`src/rtl/aes_host_seq.sv`:
```
// Command sequencer driving the AES core register port (4-bit addr, 16-bit write, 8-bit read).
// Define AES_HOST_SEQ_CFG_READBACK_EN to verify the CONFIG register by readback before the key burst.
module aes_host_seq #(
  parameter int unsigned POLL_TIMEOUT = 32
) (
  input  logic         clk,
  input  logic         rst,
  input  logic         cmd_valid,
  output logic         cmd_ready,
  input  logic [1:0]   cmd_op,
  input  logic         cmd_encdec,
  input  logic         cmd_keylen,
  input  logic         cmd_mode,
  input  logic [255:0] cmd_key,
  input  logic [127:0] cmd_iv,
  input  logic [127:0] cmd_blk,
  output logic         res_valid,
  input  logic         res_ready,
  output logic [127:0] res_data,
  output logic         err,
  output logic         busy,
  output logic [3:0]   aes_address,
  output logic [15:0]  aes_data_in,
  input  logic [7:0]   aes_data_out
);
  localparam logic [3:0] ADDR_IDLE   = 4'd0;
  localparam logic [3:0] ADDR_CONFIG = 4'd1;
  localparam logic [3:0] ADDR_KEY    = 4'd2;
  localparam logic [3:0] ADDR_BLOCK  = 4'd3;
  localparam logic [3:0] ADDR_STATUS = 4'd5;
  localparam logic [3:0] ADDR_START  = 4'd6;
  localparam logic [3:0] ADDR_RESULT = 4'd7;
  localparam logic [3:0] ADDR_IV     = 4'd8;

  localparam logic [1:0] OP_KEY  = 2'd0;
  localparam logic [1:0] OP_IV   = 2'd1;
  localparam logic [1:0] OP_PROC = 2'd2;

  typedef enum logic [3:0] {
    S_IDLE, S_CFG, S_RB_CMD, S_RB_READ, S_HDR, S_DATA, S_START,
    S_POLL, S_RES_CMD, S_RES_DATA, S_RES_OUT
  } state_t;

  state_t        state;
  logic [1:0]    op_reg;
  logic          keylen_reg;
  logic [255:0]  burst_reg;
  logic [3:0]    cnt_reg;
  logic [31:0]   poll_cnt;
  logic [7:0]    poll_target;
`ifdef AES_HOST_SEQ_CFG_READBACK_EN
  logic [2:0]    cfg_reg;
`endif

  assign cmd_ready   = (state == S_IDLE);
  assign busy        = (state != S_IDLE);
  assign poll_target = (op_reg == OP_PROC) ? 8'h02 : 8'h01;

  always_ff @(posedge clk) begin
    if (rst) begin
      state       <= S_IDLE;
      op_reg      <= OP_KEY;
      keylen_reg  <= 1'b0;
      burst_reg   <= '0;
      cnt_reg     <= '0;
      poll_cnt    <= '0;
      aes_address <= ADDR_IDLE;
      aes_data_in <= '0;
      res_valid   <= 1'b0;
      res_data    <= '0;
      err         <= 1'b0;
`ifdef AES_HOST_SEQ_CFG_READBACK_EN
      cfg_reg     <= '0;
`endif
    end else begin
      case (state)
        S_IDLE: begin
          if (cmd_valid) begin
            op_reg     <= cmd_op;
            keylen_reg <= cmd_keylen;
`ifdef AES_HOST_SEQ_CFG_READBACK_EN
            cfg_reg    <= {cmd_mode, cmd_keylen, cmd_encdec};
`endif
            case (cmd_op)
              OP_KEY: begin
                err         <= 1'b0;
                state       <= S_CFG;
                aes_address <= ADDR_CONFIG;
                aes_data_in <= {13'b0, cmd_mode, cmd_keylen, cmd_encdec};
                burst_reg   <= cmd_key;
              end
              OP_IV: begin
                err         <= 1'b0;
                state       <= S_HDR;
                aes_address <= ADDR_IV;
                aes_data_in <= '0;
                burst_reg   <= {cmd_iv, 128'd0};
              end
              OP_PROC: begin
                err         <= 1'b0;
                state       <= S_HDR;
                aes_address <= ADDR_BLOCK;
                aes_data_in <= '0;
                burst_reg   <= {cmd_blk, 128'd0};
              end
              default: ;  // reserved op: accepted and dropped
            endcase
          end
        end
        S_CFG: begin
          aes_data_in <= '0;
`ifdef AES_HOST_SEQ_CFG_READBACK_EN
          state       <= S_RB_CMD;
          aes_address <= ADDR_START;
`else
          state       <= S_HDR;
          aes_address <= ADDR_KEY;
`endif
        end
`ifdef AES_HOST_SEQ_CFG_READBACK_EN
        S_RB_CMD: begin
          state       <= S_RB_READ;
          aes_address <= ADDR_IDLE;
          aes_data_in <= '0;
        end
        S_RB_READ: begin
          if (aes_data_out == {3'b000, cfg_reg, 2'b00}) begin
            state       <= S_HDR;
            aes_address <= ADDR_KEY;
          end else begin
            err         <= 1'b1;
            state       <= S_IDLE;
            aes_address <= ADDR_IDLE;
          end
        end
`endif
        S_HDR: begin
          cnt_reg     <= (op_reg == OP_KEY && keylen_reg) ? 4'd15 : 4'd7;
          state       <= S_DATA;
          aes_address <= ADDR_IDLE;
          aes_data_in <= burst_reg[255:240];
          burst_reg   <= {burst_reg[239:0], 16'h0000};
        end
        S_DATA: begin
          if (cnt_reg == 4'd0) begin
            case (op_reg)
              OP_KEY: begin
                state       <= S_START;
                aes_address <= ADDR_START;
                aes_data_in <= 16'h0001;
              end
              OP_PROC: begin
                state       <= S_START;
                aes_address <= ADDR_START;
                aes_data_in <= 16'h0002;
              end
              default: begin
                state       <= S_IDLE;
                aes_address <= ADDR_IDLE;
                aes_data_in <= '0;
              end
            endcase
          end else begin
            cnt_reg     <= cnt_reg - 4'd1;
            aes_data_in <= burst_reg[255:240];
            burst_reg   <= {burst_reg[239:0], 16'h0000};
          end
        end
        S_START: begin
          state       <= S_POLL;
          aes_address <= ADDR_STATUS;
          aes_data_in <= '0;
          poll_cnt    <= '0;
        end
        S_POLL: begin
          // The first poll cycle still shows the core's pre-command status, so it is skipped.
          if (poll_cnt != 32'd0 && aes_data_out == poll_target) begin
            if (op_reg == OP_PROC) begin
              state       <= S_RES_CMD;
              aes_address <= ADDR_RESULT;
            end else begin
              state       <= S_IDLE;
              aes_address <= ADDR_IDLE;
            end
          end else if (poll_cnt == POLL_TIMEOUT) begin
            err         <= 1'b1;
            state       <= S_IDLE;
            aes_address <= ADDR_IDLE;
          end else begin
            poll_cnt <= poll_cnt + 32'd1;
          end
        end
        S_RES_CMD: begin
          state       <= S_RES_DATA;
          aes_address <= ADDR_IDLE;
          cnt_reg     <= 4'd15;
        end
        S_RES_DATA: begin
          res_data <= {res_data[119:0], aes_data_out};
          if (cnt_reg == 4'd0) begin
            state     <= S_RES_OUT;
            res_valid <= 1'b1;
          end else begin
            cnt_reg <= cnt_reg - 4'd1;
          end
        end
        S_RES_OUT: begin
          if (res_ready) begin
            res_valid <= 1'b0;
            state     <= S_IDLE;
          end
        end
        default: begin
          state       <= S_IDLE;
          aes_address <= ADDR_IDLE;
          aes_data_in <= '0;
        end
      endcase
    end
  end
endmodule

```
`config.mk`:
```
export PLATFORM = sky130hd
export DESIGN_NAME = aes_host_seq
export DESIGN_NICKNAME = d
export VERILOG_FILES = /design/src/rtl/aes_host_seq.sv
export SDC_FILE = /design/constraint.sdc
export NUM_CORES = 1
export LEC_CHECK = 0
export BUFFER_PORTS_ARGS = -buffer_cell sky130_fd_sc_hd__buf_2
export CORE_AREA = 2 2 268 270
export CTS_BUF_LIST = sky130_fd_sc_hd__clkbuf_4 sky130_fd_sc_hd__clkbuf_8 sky130_fd_sc_hd__clkbuf_16
export CTS_CLUSTER_DIAMETER = 200
export CTS_CLUSTER_SIZE = 30
export DETAILED_ROUTE_END_ITERATION = 12
export DIE_AREA = 0 0 270 272
export GPL_TIMING_DRIVEN = 0
export HOLD_SLACK_MARGIN = 0.08
export SYNTH_ARGS = -nofsm -noshare
export SYNTH_HDL_FRONTEND = slang
export SYNTH_SLANG_ARGS = --single-unit
```
`constraint.sdc`:
```
create_clock -name clk -period 2.3 [get_ports clk]
set_input_delay 0.115 -clock clk [delete_from_list [all_inputs] [get_ports clk]]
set_output_delay 0.115 -clock clk [all_outputs]
set_load 0.02 [all_outputs]
```
# Word-level counts from Yosys, hierarchy flattened

Cells that the tools add are included.

$add $sub $neg: 2
Equal/unequal tests: 26
Mux-type cells: 39
Bitwise gates (word level): 2
Reductions and logical operators: 28

Operator list:

| kind                    | count |
|---|---|
| $pmux W256 S3           | 2 |
| $mux W256               | 2 |
| $mux W32                | 2 |
| $pmux W16 S4            | 1 |
| $pmux W32 S2            | 1 |
| $mux W4                 | 11 |
| $pmux W4 S9             | 1 |
| $add A32 B1 Y32 const B | 1 |
| $eq A32 B6 Y1 const B   | 1 |
| $mux W16                | 2 |
| $pmux W16 S2            | 1 |
| $reduce_bool A32 Y1     | 1 |
| $pmux W4 S3             | 2 |
| $pmux W4 S6             | 1 |
| $ne A2 B2 Y1 const B    | 10 |
| $eq A4 B3 Y1 const B    | 4 |
| $eq A4 B4 Y1 const B    | 3 |
| $reduce_and A5 Y1       | 2 |
| $reduce_and A3 Y1       | 3 |
| $eq A8 B2 Y1            | 1 |
| $logic_not A4 Y1        | 2 |
| $pmux W4 S2             | 1 |
| $reduce_or A2 Y1        | 4 |
| $mux W1                 | 6 |
| 22 further kinds        | 32 |

Flip-flop bits (word level): 449
Bits of input ports: 529
Output and inout bits: 152
Logic and storage cells: 108

# Logic depth before layout (Yosys ltp)

Depth after elaboration: 6
Gate-level depth with buffers: 11
Mapped depth without buffers: 8

# Worst setup path after synthesis

No wires, ideal clock.

Kind: register -> register
Start point: register cnt_reg[0]
End point: register burst_reg[55]
Setup time: 0.078 ns
Arrival time: 2.127 ns
Required time: 2.222 ns
Slack: 0.095 ns
Stages on the path, launching flop included: 12
Path buffers: 3
Period minus slack after synthesis: 2.205 ns
Path through: dfxtp_1 > inv_1 > ha_1 > nor3b_1 > and2_0 > clkbuf_1 > a22oi_1 > a21boi_4 > buf_6 > clkbuf_1 > nor2_1 > nor3_1

Cells in the longest elaborated chain, start to end: 3

Ends and longest elaborated chain:

| element                            | line | text |
|---|---|---|
| start, declared                    | 48   | `logic [3:0] cnt_reg;` |
| start signal, assigned             | 138  | `cnt_reg <= (op_reg == OP_KEY && keylen_reg) ? 4'd15 : 4'd7;` |
| start signal, assigned             | 164  | `cnt_reg <= cnt_reg - 4'd1;` |
| start signal, assigned             | 204  | `cnt_reg <= cnt_reg - 4'd1;` |
| $logic_not A4 Y1                   | 145  | `if (cnt_reg == 4'd0) begin` |
| $ne A2 B2 Y1 (no source line)      | --   |  |
| $reduce_and A4 Y1 (no source line) | --   |  |
| end signal, assigned               | 104  | `burst_reg <= {cmd_blk, 128'd0};` |
| end signal, assigned               | 142  | `burst_reg <= {burst_reg[239:0], 16'h0000};` |
| end signal, assigned               | 166  | `burst_reg <= {burst_reg[239:0], 16'h0000};` |
| end, declared                      | 47   | `logic [255:0] burst_reg;` |

No other way between the ends.
A chain may end at the register's enable or synchronous reset.

# Worst setup path after layout

Start point: register state[2]
End point: register burst_reg[90]

Cells in the longest elaborated chain, start to end: 3
Elaborated cells between the ends (all ways): 9
Those cells by class: 5 x eq/ne; 1 x mux; 3 x reduce/logical

Ends and longest elaborated chain:

| element                                                 | line | text |
|---|---|---|
| start, declared                                         | 44   | `state_t state;` |
| start signal, assigned                                  | 61   | `state <= S_IDLE;` |
| start signal, assigned                                  | 87   | `state <= S_CFG;` |
| start signal, assigned                                  | 94   | `state <= S_HDR;` |
| $eq A4 B3 Y1 / $logic_not A4 Y1 (equally long branches) | 76   | `case (state)` |
| $ne A2 B2 Y1 (no source line) (tied with other cells)   | --   |  |
| $reduce_and A4 Y1 (no source line)                      | --   |  |
| end signal, assigned                                    | 90   | `burst_reg <= cmd_key;` |
| end signal, assigned                                    | 97   | `burst_reg <= {cmd_iv, 128'd0};` |
| end signal, assigned                                    | 104  |  |

Parallel ways exist; a longest one is shown, timed or not.

==> flow_summary.html <==
<table>
<tr><th>Metric</th><th>Value</th></tr>
<tr><th colspan="2">Run status</th></tr>
<tr><td>Run status</td><td>completed</td></tr>
<tr><th colspan="2">Setup path</th></tr>
<tr><td>Crit-path cells</td><td>buf_2, nor2b_2, nand2_4, clkbuf_4, clkbuf_1, and3_1, a211oi_1, nor3_1</td></tr>
<tr><td>Register-to-Register Setup Slack</td><td>50 ps</td></tr>
<tr><td>Max FO, Critical Path</td><td>10</td></tr>
<tr><td>Worst reg2reg startpoint</td><td>state[2]$_SDFFE_PP0P_</td></tr>
<tr><td>Worst path top cell family by delay</td><td>simple AND/OR/NAND/NOR gates</td></tr>
<tr><td>CP Capture Type</td><td>flop</td></tr>
<tr><td>Worst Reg-to-Reg Cells</td><td>8</td></tr>
<tr><td>Cell with the largest stage delay on the worst path</td><td>dfxtp_1</td></tr>
<tr><td>Critical path class</td><td>flop to flop</td></tr>
<tr><td>Crit path required time</td><td>2760 ps</td></tr>
<tr><td>Delay of the slowest critical-path stage</td><td>370 ps</td></tr>
<tr><td>Arrival time worst endpoint</td><td>2710 ps</td></tr>
<tr><td>Kind of launch point of the worst setup path</td><td>flop</td></tr>
<tr><td>Endpoint of the lowest-slack register-to-register path</td><td>burst_reg[90]$_SDFFE_PP0P_</td></tr>
<tr><td>Number of buffer and inverter stages on the critical path</td><td>3</td></tr>
<tr><th colspan="2">Detailed routing</th></tr>
<tr><td>Total Wirelength</td><td>102.3 mm</td></tr>
<tr><td>Final ANT Viol Nets</td><td>0</td></tr>
<tr><td>Post-detailed-route DRC marker count</td><td>0</td></tr>
<tr><td>Vias post-DR</td><td>24840</td></tr>
<tr><td>Post-detailed-route wirelength per cell</td><td>21.83 um</td></tr>
<tr><td>Detailed-router iteration count before antenna repair</td><td>5</td></tr>
<tr><td>Vias per std cell</td><td>5.300</td></tr>
<tr><td>Initial drt markers</td><td>1838</td></tr>
<tr><th colspan="2">Layout</th></tr>
<tr><td>Most frequent cells in the layout</td><td>689 x buf_2, 448 x nand2_1, 443 x dfxtp_1</td></tr>
<tr><td>Layout cells sized above 1</td><td>0.2890</td></tr>
<tr><td>Number of flip-flops under the largest register name</td><td>256</td></tr>
<tr><td>Number of filler cells placed in the layout</td><td>7165</td></tr>
<tr><td>Final core occ</td><td>0.4413</td></tr>
<tr><td>Layout-stage area growth over the synthesis result</td><td>43.83%</td></tr>
<tr><td>Final Net Count</td><td>4270</td></tr>
<tr><td>Most common library cell in the layout ignoring fill and taps</td><td>buf_2</td></tr>
<tr><th colspan="2">Yosys</th></tr>
<tr><td>EDFF count, synth</td><td>0</td></tr>
<tr><td>Share of async-settable or async-resettable flops after synthesis</td><td>0</td></tr>
<tr><td>Synthesized Nets</td><td>3279</td></tr>
<tr><td>Total of warnings raised by yosys</td><td>0</td></tr>
<tr><td>Netlist area before placement</td><td>21710 um2</td></tr>
<tr><td>Sequential share of the synthesized area</td><td>0.4141</td></tr>
<tr><td>Mean Syn Cell Area</td><td>7.917 um2</td></tr>
<tr><td>Synth unique cells</td><td>61</td></tr>
<tr><td>Post-synthesis sequential element count</td><td>449</td></tr>
<tr><td>Post-Syn Instances</td><td>2742</td></tr>
<tr><td>Leading register cell type out of synthesis</td><td>dfxtp_1</td></tr>
<tr><th colspan="2">Placement</th></tr>
<tr><td>Detailed placer's ending HPWL</td><td>77.55 mm</td></tr>
<tr><td>Setup Slack @ Placement</td><td>-2052 ps</td></tr>
<tr><td>Port buffer count</td><td>679</td></tr>
<tr><td>Global placement routability congestion</td><td>0.9690</td></tr>
<tr><th colspan="2">Flow run</th></tr>
<tr><td>Max-capacitance violation count</td><td>0</td></tr>
<tr><th colspan="2">Worst hold path</th></tr>
<tr><td>Startpoint of the lowest-slack hold path</td><td>cmd_key[243]</td></tr>
<tr><td>End point of the worst hold path</td><td>burst_reg[243]$_SDFFE_PP0P_</td></tr>
<tr><td>Worst hold path depth</td><td>4</td></tr>
<tr><td>Worst min-delay path class</td><td>input pin to flop</td></tr>
<tr><th colspan="2">Timing</th></tr>
<tr><td>Tightest slew margin relative to the limit</td><td>0.3040</td></tr>
<tr><td>Minimum period implied by the final worst setup slack</td><td>2252 ps</td></tr>
<tr><td>Final worst hold slack</td><td>96.30 ps</td></tr>
<tr><td>Transition at the pin with the smallest max-transition slack</td><td>1044 ps</td></tr>
<tr><td>Final hold vios</td><td>0</td></tr>
<tr><td>Final setup margin</td><td>48.30 ps</td></tr>
<tr><td>Setup TNS after final layout</td><td>0 ps</td></tr>
<tr><td>RSZ-0062 raised after global routing</td><td>yes</td></tr>
<tr><td>Final Max Slew Viols</td><td>0</td></tr>
<tr><td>Highest Clock Rate</td><td>444.1 MHz</td></tr>
<tr><td>Worst setup skew after layout</td><td>26.14 ps</td></tr>
<tr><td>Final period util</td><td>0.9790</td></tr>
<tr><td>Final setup vio count</td><td>0</td></tr>
<tr><th colspan="2">Floorplanning</th></tr>
<tr><td>Ports placed on the boundary</td><td>681</td></tr>
<tr><td>Die Outline Area</td><td>73440 um2</td></tr>
<tr><td>DIE WIDTH</td><td>270 um</td></tr>
<tr><td>Height of the die</td><td>272 um</td></tr>
<tr><td>Initial Utilization</td><td>0.3068</td></tr>
<tr><td>Core box area</td><td>70750 um2</td></tr>
<tr><td>FP Rows</td><td>98</td></tr>
<tr><th colspan="2">Clock network</th></tr>
<tr><td>CTS Buf Count</td><td>18</td></tr>
<tr><td>TritonCTS clock tree</td><td>done</td></tr>
<tr><td>Number of sinks driven by the clock tree</td><td>449</td></tr>
<tr><td>Total number of H-tree levels</td><td>1</td></tr>
<tr><td>Skew-Pair Late Insertion Delay</td><td>580 ps</td></tr>
<tr><td>Clock tree root driver cell</td><td>clkbuf_16</td></tr>
<tr><td>Maximum buffer depth of the clock tree</td><td>3</td></tr>
<tr><td>Clock-pin slew on the worst setup and hold paths</td><td>120 ps</td></tr>
<tr><th colspan="2">Power and ir drop</th></tr>
<tr><td>Overall Power</td><td>38.48 mW</td></tr>
<tr><td>IR Drop Worst-Case VDD</td><td>823.1 uV</td></tr>
<tr><td>Static leakage</td><td>12.85 nW</td></tr>
<tr><td>Cell Pwr Density</td><td>1232 nW/um2</td></tr>
<tr><th colspan="2">Global routing</th></tr>
<tr><td>Global-route wire length before repair</td><td>149.6 mm</td></tr>
<tr><td>Largest net degree at the start of global routing</td><td>31</td></tr>
<tr><td>Gr ovfl total</td><td>0</td></tr>
<tr><td>GRT Overall Usage</td><td>0.2612</td></tr>
<tr><td>Number of antenna violations at the first check in global routing</td><td>16</td></tr>
<tr><td>Vias in the first global route</td><td>24360</td></tr>
</table>
worst max-delay path by stage:
stage                       startpoint                          end  slack (ps)  cells after the start
6_report         state[2]$_SDFFE_PP0P_   burst_reg[90]$_SDFFE_PP0P_          50                      8
5_1_grt          state[2]$_SDFFE_PP0P_    res_data[60]$_SDFFE_PP0P_         -90                      7
4_1_cts          state[3]$_SDFFE_PP0P_  burst_reg[157]$_SDFFE_PP0P_          -4                     10
3_5_place_dp                 cmd_op[1]  burst_reg[253]$_SDFFE_PP0P_       -2050                     10
3_3_place_gp                 cmd_op[1]  burst_reg[251]$_SDFFE_PP0P_       -2080                     10
2_1_floorplan  cnt_reg[0]$_SDFFE_PP0P_   burst_reg[55]$_SDFFE_PP0P_          90                     11
where the power goes:
part | internal (mW) | leakage (nW) | switching, mW
clock network | 1.52 | 0.239 | 2.55
logic | 10.8 | 8.94 | 13.1
registers | 9.52 | 3.68 | 1.03
total | 21.8 | 12.9 | 16.6
layer usage:
metal | vias to the layer above | wire, um | GRT usage
met5 | - | 120 | 0
met1 | 11650 | 41520 | 0.3179
met3 | 235 | 7431 | 0.05237
li1 | 11900 | - | -
met4 | 18 | 4282 | 0.09883
met2 | 1040 | 48980 | 0.4540
metrics by stage:
step / cell area [um2] / instances
after floorplan: 21710 / 2742
after global placement: 26300 / 4371
after global routing: 31220 / 4686
after CTS: 30560 / 4679
after detailed placement: 26300 / 4372
final: 31220 / 4687
synthesized netlist by cell type (4+ instances only):
master	number	area, um2
inv_1	12	45.04
a21oi_1	172	860.8
a211oi_1	118	885.9
xor2_1	5	43.79
ha_1	8	100.1
clkbuf_1	216	810.8
buf_4	15	112.6
a221oi_1	131	1147
dfxtp_1	449	8989
nand4_1	15	93.84
nor4_1	14	87.58
mux2i_1	12	120.1
buf_6	4	45.04
o21ai_0	15	75.07
nor2b_1	5	31.28
o2111ai_1	5	43.79
nor3_2	91	910.9
nor3_1	160	800.8
a22oi_1	15	112.6
nand2_1	450	1689
or2_2	6	37.54
nand3_1	36	180.2
and4_1	4	35.03
nand2b_1	5	31.28
o311a_1	128	1281
and3_1	118	738.2
buf_2	41	205.2
nor2_1	418	1569
a2111o_1	12	135.1
o21ai_1	8	40.04
worst min-delay path: stages:
cell	delay [ps]
buf_2	100
nor2_1	120
o311a_1	250
nor3_2	50
layout make-up:
type / instances / area, um2 / area share
well taps: 950 / 1189 / 0.03807
diodes: 4 / 10.01 / 0.0003206
flip-flops and latches: 449 / 9001 / 0.2883
plain buffers: 273 / 1577 / 0.05049
clock buffers: 20 / 483.0 / 0.01547
inverters: 15 / 63.81 / 0.002044
repair buffers: 977 / 6549 / 0.2097
multi-input cells: 1999 / 12350 / 0.3956
timing repair:
item	in CTS	in global routing
cloned	3	7
resized for setup	183	179
buffers inserted	17	2
pin swaps	7	9
hold endpoints to repair	277	0
hold buffers	269	0
setup endpoints to repair	431	423
cell families (layout without fill, tap and decap cells):
| group | after synthesis | count (layout) | synth area share |
|---|---|---|---|
| and+or+nand+nor | 1344 | 1344 | 0.2942 |
| AOI/OAI and AO/OA | 624 | 624 | 0.2193 |
| DFF | 449 | 449 | 0.4141 |
| buffers and inverters | 294 | 1285 | 0.05729 |
| muxes | 16 | 16 | 0.007723 |
| adders and majority gates | 8 | 8 | 0.004611 |
| xor gates and xnor gates | 7 | 7 | 0.002824 |
| other | 0 | 4 | 0 |
Power figures use the tool's default switching activity.
